==> src/rtl/cfu_sched_pkg.sv <==
// Shared constants and types for the two-port CFU scheduler.
package cfu_sched_pkg;

  localparam int NUM_REQ_PORTS       = 2;
  localparam int MAX_OUTSTANDING_DEF = 4;

  localparam int CFU_ID_W     = 8;
  localparam int CFU_SEL_W    = 3;
  localparam int CFU_FUNC_W   = 7;
  localparam int CFU_DATA_W   = 32;
  localparam int CFU_STATUS_W = 2;

  typedef logic port_idx_t;

  typedef enum logic {
    GRANT_OPEN   = 1'b0,
    GRANT_LOCKED = 1'b1
  } grant_state_t;

endpackage

==> src/rtl/cfu_interface.sv <==
// Request/response bundle between a requester and a CFU datapath.
interface cfu_interface;
  import cfu_sched_pkg::*;

  logic                    req_valid;
  logic                    req_ready;
  logic [CFU_ID_W-1:0]     req_id;
  logic [CFU_SEL_W-1:0]    req_cfu;
  logic [CFU_FUNC_W-1:0]   req_func;
  logic [CFU_DATA_W-1:0]   req_data0;
  logic [CFU_DATA_W-1:0]   req_data1;
  logic                    resp_valid;
  logic                    resp_ready;
  logic [CFU_ID_W-1:0]     resp_id;
  logic [CFU_STATUS_W-1:0] resp_status;
  logic [CFU_DATA_W-1:0]   resp_data;

  modport master (
    output req_valid, req_id, req_cfu, req_func, req_data0, req_data1, resp_ready,
    input  req_ready, resp_valid, resp_id, resp_status, resp_data
  );

  modport slave (
    input  req_valid, req_id, req_cfu, req_func, req_data0, req_data1, resp_ready,
    output req_ready, resp_valid, resp_id, resp_status, resp_data
  );

endinterface

==> src/rtl/cfu_route_fifo.sv <==
// Small FIFO remembering which requester owns each outstanding CFU request.
module cfu_route_fifo #(
  parameter int DEPTH = 4,
  parameter int WIDTH = 1
) (
  input  logic             clk,
  input  logic             rst,
  input  logic             push,
  input  logic             pop,
  input  logic [WIDTH-1:0] wdata,
  output logic [WIDTH-1:0] rdata,
  output logic             full,
  output logic             empty
);

  localparam int PW = $clog2(DEPTH);

  logic [WIDTH-1:0] mem [DEPTH];
  logic [PW-1:0]    wr_ptr;
  logic [PW-1:0]    rd_ptr;
  logic [PW:0]      count;
  logic             do_push;
  logic             do_pop;

  assign full    = (count == (PW+1)'(DEPTH));
  assign empty   = (count == '0);
  assign do_push = push && !full;
  assign do_pop  = pop && !empty;
  assign rdata   = mem[rd_ptr];

  always_ff @(posedge clk) begin
    if (do_push) mem[wr_ptr] <= wdata;
  end

  // Pointers are PW bits wide, so they wrap modulo DEPTH on their own.
  always_ff @(posedge clk or posedge rst) begin
    if (rst) begin
      wr_ptr <= '0;
      rd_ptr <= '0;
      count  <= '0;
    end else begin
      if (do_push) wr_ptr <= wr_ptr + 1'b1;
      if (do_pop)  rd_ptr <= rd_ptr + 1'b1;
      case ({do_push, do_pop})
        2'b10:   count <= count + 1'b1;
        2'b01:   count <= count - 1'b1;
        default: count <= count;
      endcase
    end
  end

endmodule

==> src/rtl/cfu_scheduler.sv <==
// Round-robin sharing of one CFU between two requesters, with in-order
// response routing via a FIFO of owner indices.
module cfu_scheduler
  import cfu_sched_pkg::*;
#(
  parameter int MAX_OUTSTANDING = MAX_OUTSTANDING_DEF
) (
  input  logic          clk,
  input  logic          rst,
  cfu_interface.slave   req0,
  cfu_interface.slave   req1,
  cfu_interface.master  cfu
);

  grant_state_t state_q;
  port_idx_t    grant_q;
  port_idx_t    prio_q;
  port_idx_t    grant;
  port_idx_t    head;
  logic         rst_done_q;
  logic         fifo_full;
  logic         fifo_empty;
  logic         issue_ok;
  logic         sel_valid;
  logic         accept;
  logic         resp_pop;

  // A lone valid requester wins immediately; prio_q only breaks ties.
  always_comb begin
    grant = prio_q;
    if (state_q == GRANT_LOCKED)                 grant = grant_q;
    else if (req0.req_valid && !req1.req_valid)  grant = 1'b0;
    else if (req1.req_valid && !req0.req_valid)  grant = 1'b1;
  end

  assign issue_ok      = rst_done_q && !fifo_full;
  assign sel_valid     = grant ? req1.req_valid : req0.req_valid;
  assign cfu.req_valid = sel_valid && issue_ok;
  assign cfu.req_id    = grant ? req1.req_id    : req0.req_id;
  assign cfu.req_cfu   = grant ? req1.req_cfu   : req0.req_cfu;
  assign cfu.req_func  = grant ? req1.req_func  : req0.req_func;
  assign cfu.req_data0 = grant ? req1.req_data0 : req0.req_data0;
  assign cfu.req_data1 = grant ? req1.req_data1 : req0.req_data1;
  assign req0.req_ready = !grant && issue_ok && cfu.req_ready;
  assign req1.req_ready =  grant && issue_ok && cfu.req_ready;
  assign accept         = cfu.req_valid && cfu.req_ready;

  always_ff @(posedge clk or posedge rst) begin
    if (rst) begin
      state_q    <= GRANT_OPEN;
      grant_q    <= 1'b0;
      prio_q     <= 1'b0;
      rst_done_q <= 1'b0;
    end else begin
      rst_done_q <= 1'b1;
      case (state_q)
        GRANT_OPEN:
          if (cfu.req_valid && !cfu.req_ready) begin
            state_q <= GRANT_LOCKED;
            grant_q <= grant;
          end
        GRANT_LOCKED:
          if (!cfu.req_valid || cfu.req_ready) state_q <= GRANT_OPEN;
        default: state_q <= GRANT_OPEN;
      endcase
      if (accept) prio_q <= ~grant;
    end
  end

  cfu_route_fifo #(
    .DEPTH (MAX_OUTSTANDING),
    .WIDTH (1)
  ) u_route_fifo (
    .clk   (clk),
    .rst   (rst),
    .push  (accept),
    .pop   (resp_pop),
    .wdata (grant),
    .rdata (head),
    .full  (fifo_full),
    .empty (fifo_empty)
  );

  // Responses with no owner on record are swallowed.
  assign req0.resp_valid = !fifo_empty && !head && cfu.resp_valid;
  assign req1.resp_valid = !fifo_empty &&  head && cfu.resp_valid;
  assign cfu.resp_ready  = fifo_empty ? 1'b1 : (head ? req1.resp_ready : req0.resp_ready);
  assign resp_pop        = cfu.resp_valid && cfu.resp_ready && !fifo_empty;

  assign req0.resp_id     = cfu.resp_id;
  assign req0.resp_status = cfu.resp_status;
  assign req0.resp_data   = cfu.resp_data;
  assign req1.resp_id     = cfu.resp_id;
  assign req1.resp_status = cfu.resp_status;
  assign req1.resp_data   = cfu.resp_data;

endmodule

==> src/flat_wrapper.sv <==
// flat-port wrapper written by rule: the top's interface ports become plain ports
module cfu_scheduler_flat import cfu_sched_pkg::*;
#(
  parameter int MAX_OUTSTANDING = MAX_OUTSTANDING_DEF
)
  (clk, rst, req0_req_valid, req0_req_id, req0_req_cfu, req0_req_func, req0_req_data0, req0_req_data1, req0_resp_ready, req0_req_ready, req0_resp_valid, req0_resp_id, req0_resp_status, req0_resp_data, req1_req_valid, req1_req_id, req1_req_cfu, req1_req_func, req1_req_data0, req1_req_data1, req1_resp_ready, req1_req_ready, req1_resp_valid, req1_resp_id, req1_resp_status, req1_resp_data, cfu_req_valid, cfu_req_id, cfu_req_cfu, cfu_req_func, cfu_req_data0, cfu_req_data1, cfu_resp_ready, cfu_req_ready, cfu_resp_valid, cfu_resp_id, cfu_resp_status, cfu_resp_data);
  cfu_interface req0_i ();
  cfu_interface req1_i ();
  cfu_interface cfu_i ();
  input  logic clk;
  input  logic rst;
  input wire logic [$bits(req0_i.req_valid)-1:0] req0_req_valid;
  input wire logic [$bits(req0_i.req_id)-1:0] req0_req_id;
  input wire logic [$bits(req0_i.req_cfu)-1:0] req0_req_cfu;
  input wire logic [$bits(req0_i.req_func)-1:0] req0_req_func;
  input wire logic [$bits(req0_i.req_data0)-1:0] req0_req_data0;
  input wire logic [$bits(req0_i.req_data1)-1:0] req0_req_data1;
  input wire logic [$bits(req0_i.resp_ready)-1:0] req0_resp_ready;
  output wire logic [$bits(req0_i.req_ready)-1:0] req0_req_ready;
  output wire logic [$bits(req0_i.resp_valid)-1:0] req0_resp_valid;
  output wire logic [$bits(req0_i.resp_id)-1:0] req0_resp_id;
  output wire logic [$bits(req0_i.resp_status)-1:0] req0_resp_status;
  output wire logic [$bits(req0_i.resp_data)-1:0] req0_resp_data;
  input wire logic [$bits(req1_i.req_valid)-1:0] req1_req_valid;
  input wire logic [$bits(req1_i.req_id)-1:0] req1_req_id;
  input wire logic [$bits(req1_i.req_cfu)-1:0] req1_req_cfu;
  input wire logic [$bits(req1_i.req_func)-1:0] req1_req_func;
  input wire logic [$bits(req1_i.req_data0)-1:0] req1_req_data0;
  input wire logic [$bits(req1_i.req_data1)-1:0] req1_req_data1;
  input wire logic [$bits(req1_i.resp_ready)-1:0] req1_resp_ready;
  output wire logic [$bits(req1_i.req_ready)-1:0] req1_req_ready;
  output wire logic [$bits(req1_i.resp_valid)-1:0] req1_resp_valid;
  output wire logic [$bits(req1_i.resp_id)-1:0] req1_resp_id;
  output wire logic [$bits(req1_i.resp_status)-1:0] req1_resp_status;
  output wire logic [$bits(req1_i.resp_data)-1:0] req1_resp_data;
  output wire logic [$bits(cfu_i.req_valid)-1:0] cfu_req_valid;
  output wire logic [$bits(cfu_i.req_id)-1:0] cfu_req_id;
  output wire logic [$bits(cfu_i.req_cfu)-1:0] cfu_req_cfu;
  output wire logic [$bits(cfu_i.req_func)-1:0] cfu_req_func;
  output wire logic [$bits(cfu_i.req_data0)-1:0] cfu_req_data0;
  output wire logic [$bits(cfu_i.req_data1)-1:0] cfu_req_data1;
  output wire logic [$bits(cfu_i.resp_ready)-1:0] cfu_resp_ready;
  input wire logic [$bits(cfu_i.req_ready)-1:0] cfu_req_ready;
  input wire logic [$bits(cfu_i.resp_valid)-1:0] cfu_resp_valid;
  input wire logic [$bits(cfu_i.resp_id)-1:0] cfu_resp_id;
  input wire logic [$bits(cfu_i.resp_status)-1:0] cfu_resp_status;
  input wire logic [$bits(cfu_i.resp_data)-1:0] cfu_resp_data;
  assign req0_i.req_valid = req0_req_valid;
  assign req0_i.req_id = req0_req_id;
  assign req0_i.req_cfu = req0_req_cfu;
  assign req0_i.req_func = req0_req_func;
  assign req0_i.req_data0 = req0_req_data0;
  assign req0_i.req_data1 = req0_req_data1;
  assign req0_i.resp_ready = req0_resp_ready;
  assign req0_req_ready = req0_i.req_ready;
  assign req0_resp_valid = req0_i.resp_valid;
  assign req0_resp_id = req0_i.resp_id;
  assign req0_resp_status = req0_i.resp_status;
  assign req0_resp_data = req0_i.resp_data;
  assign req1_i.req_valid = req1_req_valid;
  assign req1_i.req_id = req1_req_id;
  assign req1_i.req_cfu = req1_req_cfu;
  assign req1_i.req_func = req1_req_func;
  assign req1_i.req_data0 = req1_req_data0;
  assign req1_i.req_data1 = req1_req_data1;
  assign req1_i.resp_ready = req1_resp_ready;
  assign req1_req_ready = req1_i.req_ready;
  assign req1_resp_valid = req1_i.resp_valid;
  assign req1_resp_id = req1_i.resp_id;
  assign req1_resp_status = req1_i.resp_status;
  assign req1_resp_data = req1_i.resp_data;
  assign cfu_req_valid = cfu_i.req_valid;
  assign cfu_req_id = cfu_i.req_id;
  assign cfu_req_cfu = cfu_i.req_cfu;
  assign cfu_req_func = cfu_i.req_func;
  assign cfu_req_data0 = cfu_i.req_data0;
  assign cfu_req_data1 = cfu_i.req_data1;
  assign cfu_resp_ready = cfu_i.resp_ready;
  assign cfu_i.req_ready = cfu_req_ready;
  assign cfu_i.resp_valid = cfu_resp_valid;
  assign cfu_i.resp_id = cfu_resp_id;
  assign cfu_i.resp_status = cfu_resp_status;
  assign cfu_i.resp_data = cfu_resp_data;
  cfu_scheduler #(.MAX_OUTSTANDING(MAX_OUTSTANDING)) u_core (.clk(clk), .rst(rst), .req0(req0_i), .req1(req1_i), .cfu(cfu_i));
endmodule
==> config.mk <==
export PLATFORM = sky130hd
export DESIGN_NAME = cfu_scheduler_flat
export DESIGN_NICKNAME = d
export VERILOG_FILES = /design/src/rtl/cfu_sched_pkg.sv /design/src/rtl/cfu_interface.sv /design/src/rtl/cfu_route_fifo.sv /design/src/rtl/cfu_scheduler.sv /design/src/flat_wrapper.sv
export SDC_FILE = /design/constraint.sdc
export NUM_CORES = 1
export LEC_CHECK = 0
export BUFFER_PORTS_ARGS = -buffer_cell sky130_fd_sc_hd__buf_2
export CORE_AREA = 2 2 151 153
export CTS_BUF_LIST = sky130_fd_sc_hd__clkbuf_8
export CTS_CLUSTER_DIAMETER = 80
export DETAILED_ROUTE_END_ITERATION = 10
export DIE_AREA = 0 0 153 155
export PLACE_DENSITY = 0.48
export SYNTH_ARGS = -nofsm -noshare
export SYNTH_HDL_FRONTEND = slang
export SYNTH_HIERARCHICAL = 1
export SYNTH_SLANG_ARGS = --single-unit
export TNS_END_PERCENT = 50
==> constraint.sdc <==
create_clock -name clk -period 2.7 [get_ports clk]
set_input_delay 0.135 -clock clk [delete_from_list [all_inputs] [get_ports clk]]
set_output_delay 0.135 -clock clk [all_outputs]
set_load 0.05 [all_outputs]
==> flow_summary.json <==
{
  "antenna_found_initial": 0,
  "syn_area_um2": 4040,
  "drive_gt1_share_pct": 49.49,
  "fmax_mhz": 396.4,
  "path_class": "register to register",
  "startpoint_type": "register",
  "core_area_um2": 22230,
  "postCtsSetupRepairBufs": 0,
  "synthAdderAreaFrac_pct": 2.044,
  "worstPathRequired_ns": 2.88,
  "synth_top_family_by_area": "compound AO/OA/AOI/OAI gates",
  "cts-buffers-inserted": 3,
  "cts.path.max_buffers": 2,
  "reg2reg_slack_ns": 0.18,
  "synth_warnings": 6,
  "drt_pass1_iterations": 4,
  "die_area_um2": 23720,
  "start_util_pct": 18.18,
  "clock_latency_ns": 0.25,
  "maxSlewViolCount": 0,
  "yosys.area.top_type": "o2111ai_1",
  "skew_ns": 0.004781,
  "yosys.area_share.simple_pct": 20.07,
  "yosys-top-cells-area": "o2111ai_1 18%, buf_4 16%, nand2_1 16%, o211ai_2 15%, dfrtp_1 6.8%",
  "mostFrequentLayoutCells": "259 x buf_2, 167 x nand2_1, 82 x o2111ai_1, 50 x o211ai_2, 32 x o211ai_1",
  "min_period_over_period_pct": 93.44,
  "status": "complete, no violations",
  "crit_arrival_ns": 2.70,
  "vias": 4563,
  "wl_um": 15380,
  "grt-ovfl-total": 0,
  "syn2layout_area_growth_pct": 23.01,
  "globalRouteTotalUtil_pct": 11.85,
  "synthXorXnorAreaFrac_pct": 1.301,
  "relSlewSlack_pct": 63.12,
  "htree_levels": 1,
  "grt_pass1_wl_um": 23750,
  "synth.top_cell.area_share_pct": 17.78,
  "grt_setup_unrepaired": "no",
  "cts.root.buffer_cell": "clkbuf_8",
  "place_congestion": 0.7371,
  "leakage_nw": 2.328,
  "worstMarginPinSlew_ns": 0.5532,
  "hold_class": "input port to register",
  "io_buffers": 259,
  "cp-end-kind": "register",
  "hold-worst-slack_ns": 0.09342,
  "synth_compound_area_share_pct": 40.79,
  "syn_nets": 778,
  "wl_per_cell_um": 15.85,
  "synth_cell_types": 40,
  "ant_nets": 0,
  "synthMuxAreaShare_pct": 1.177,
  "cts_resized": 0,
  "r2r-start": "u_core/u_route_fifo/rd_ptr[0]",
  "syn_inst": 558,
  "worst_r2r_path_depth": 10,
  "design_area_um2": 4970,
  "grt_pass1_vias": 4414,
  "antenna_cells": 0,
  "power_density_nw_per_um2": 951.0,
  "reg2reg_to": "u_core/u_route_fifo/count[2]",
  "setup_viol_count_final": 0,
  "setup_tns_ns": 0,
  "drt_iter0_drc": 291,
  "mostFrequentLayoutCell": "buf_2",
  "syn-mean-instance-area_um2": 7.240,
  "vias_per_cell": 4.704,
  "cp_max_fo": 3,
  "ir_worst_vdd_uv": 496.4,
  "grt_max_degree": 86,
  "io_pins": 386,
  "startpoint": "u_core/u_route_fifo/rd_ptr[0]",
  "fp.dieH_um": 155,
  "drcViolationCount": 0,
  "cap_violations": 0,
  "worstHoldStart": "cfu_req_ready",
  "ys_seq_area_share_pct": 9.786,
  "place_hpwl_um": 10900,
  "layout.nets": 906,
  "fp-row-count": 55,
  "die_w_um": 153,
  "place_area_um2": 4911,
  "totalPowerFinal_mw": 4.726,
  "yosys_register_bits": 15,
  "hold_viol": 0,
  "fin_crit_ns": 2.523,
  "crit_path_end": "u_core/u_route_fifo/count[2]",
  "clock_sinks": 15,
  "clk_pin_slew_ns": 0.06,
  "cts_tree": "yes"
}
## stage by stage
| stage | setup WS (ns) | utilization [%] | std cells |
|---|---|---|---|
| 5_1_grt | 0.02044 | 22.36 | 970 |
| 3_5_place_dp | 0.1909 | 22.09 | 965 |
| 3_3_place_gp | 0.2286 | 22.09 | 965 |
| 4_1_cts | 0.1611 | 22.36 | 970 |
| 2_1_floorplan | 0.3561 | - | 558 |
| 6_report | 0.1771 | 22.36 | 970 |
## synth_stat cells
master and instances:
and2_2 2, ha_1 5, inv_1 10, nor2b_1 1, o211ai_2 50, mux2i_1 1
nor2_1 5, mux4_2 1, mux2_4 1, or2_1 1, and2_1 3, nor4b_1 1
o31a_2 1, clkbuf_1 26, nor4_1 1, o21ai_0 1, nand2_1 168, o2111ai_1 82
o211a_1 1, a31oi_1 2, nand3b_1 1, buf_2 31, nor3b_4 1, buf_4 85
edfxtp_1 4, nor2b_4 1, dfrtp_1 11, o21a_1 1, and3b_1 1, a41oi_1 1
conb_1 1, xor2_1 3, buf_1 1, a21oi_1 2, nor3_1 4, o211ai_1 32
fa_1 1, xnor2_1 3, nand2b_1 5, buf_6 6
## power breakdown
part	internal [mW]	switching, mW	total, mW
registers	0.322	0.0901	0.412
clock network	0.104	0.0803	0.184
logic	1.12	3.01	4.13
total	1.54	3.18	4.73
## logic make-up (layout without fill, tap and decap cells)
kind of cell | Yosys count | after routing
and+or+nand+nor | 195 | 195
AOI/OAI and AO/OA | 173 | 173
buffers and inverters | 159 | 286
DFF | 15 | 15
adders and majority gates | 6 | 6
xor gates and xnor gates | 6 | 6
muxes | 3 | 3
other | 1 | 1
## state kept, by name, indices dropped and copies added, names as in the netlist
register / flops
u_core/rst_done_q: 1
u_core/u_route_fifo/wr_ptr: 2
u_core/grant_q: 1
u_core/prio_q: 1
u_core/u_route_fifo/mem: 4
u_core/state_q: 1
u_core/u_route_fifo/count: 3
u_core/u_route_fifo/rd_ptr: 2
## layout make-up
type	instances	area [um^2]
multi-input cells	384	2671
inverters	10	37.54
well taps	285	356.6
flip-flops and latches	15	396.6
clock inverters	1	7.507
fillers	2550	17260
repair buffers	272	1459
clock buffers	3	41.29
## worst min-delay path by stage
stage / endpoint / slack [ns] / cells past startpoint
after floorplan: u_core/grant_q / -0.1 / 1
after global placement: u_core/rst_done_q / 0.05 / 2
after detailed placement: u_core/rst_done_q / 0.04 / 2
after CTS: u_core/state_q / 0.09 / 2
after global routing: u_core/state_q / 0.11 / 2
final: u_core/state_q / 0.09 / 2
## repair_timing
item	4_1_cts	5_1_grt
endpoints found under the setup margin	0	0
hold buffers	1	0
hold endpoints to repair	11	0
## worst max-delay path, stage by stage, from the launching register on
cell and delay [ns]:
dfrtp_1 0.40, mux4_2 0.57, mux2i_1 0.16, nor2_1 0.12
o31a_2 0.19, ha_1 0.18, inv_1 0.06, fa_1 0.37
xor2_1 0.15, nor2_1 0.11, xor2_1 0.15
## per-layer routing
layer | GRT usage, % | part of all wire (%) | vias to the layer above
met1 | 15.35 | 43 | 2105
met2 | 21.08 | 49 | 225
met4 | 1.367 | 0.38 | 0
met5 | 0 | 0 | -
li1 | - | - | 2227
met3 | 2.256 | 8.1 | 6
Note: power is estimated with default switching activity, not from simulation.
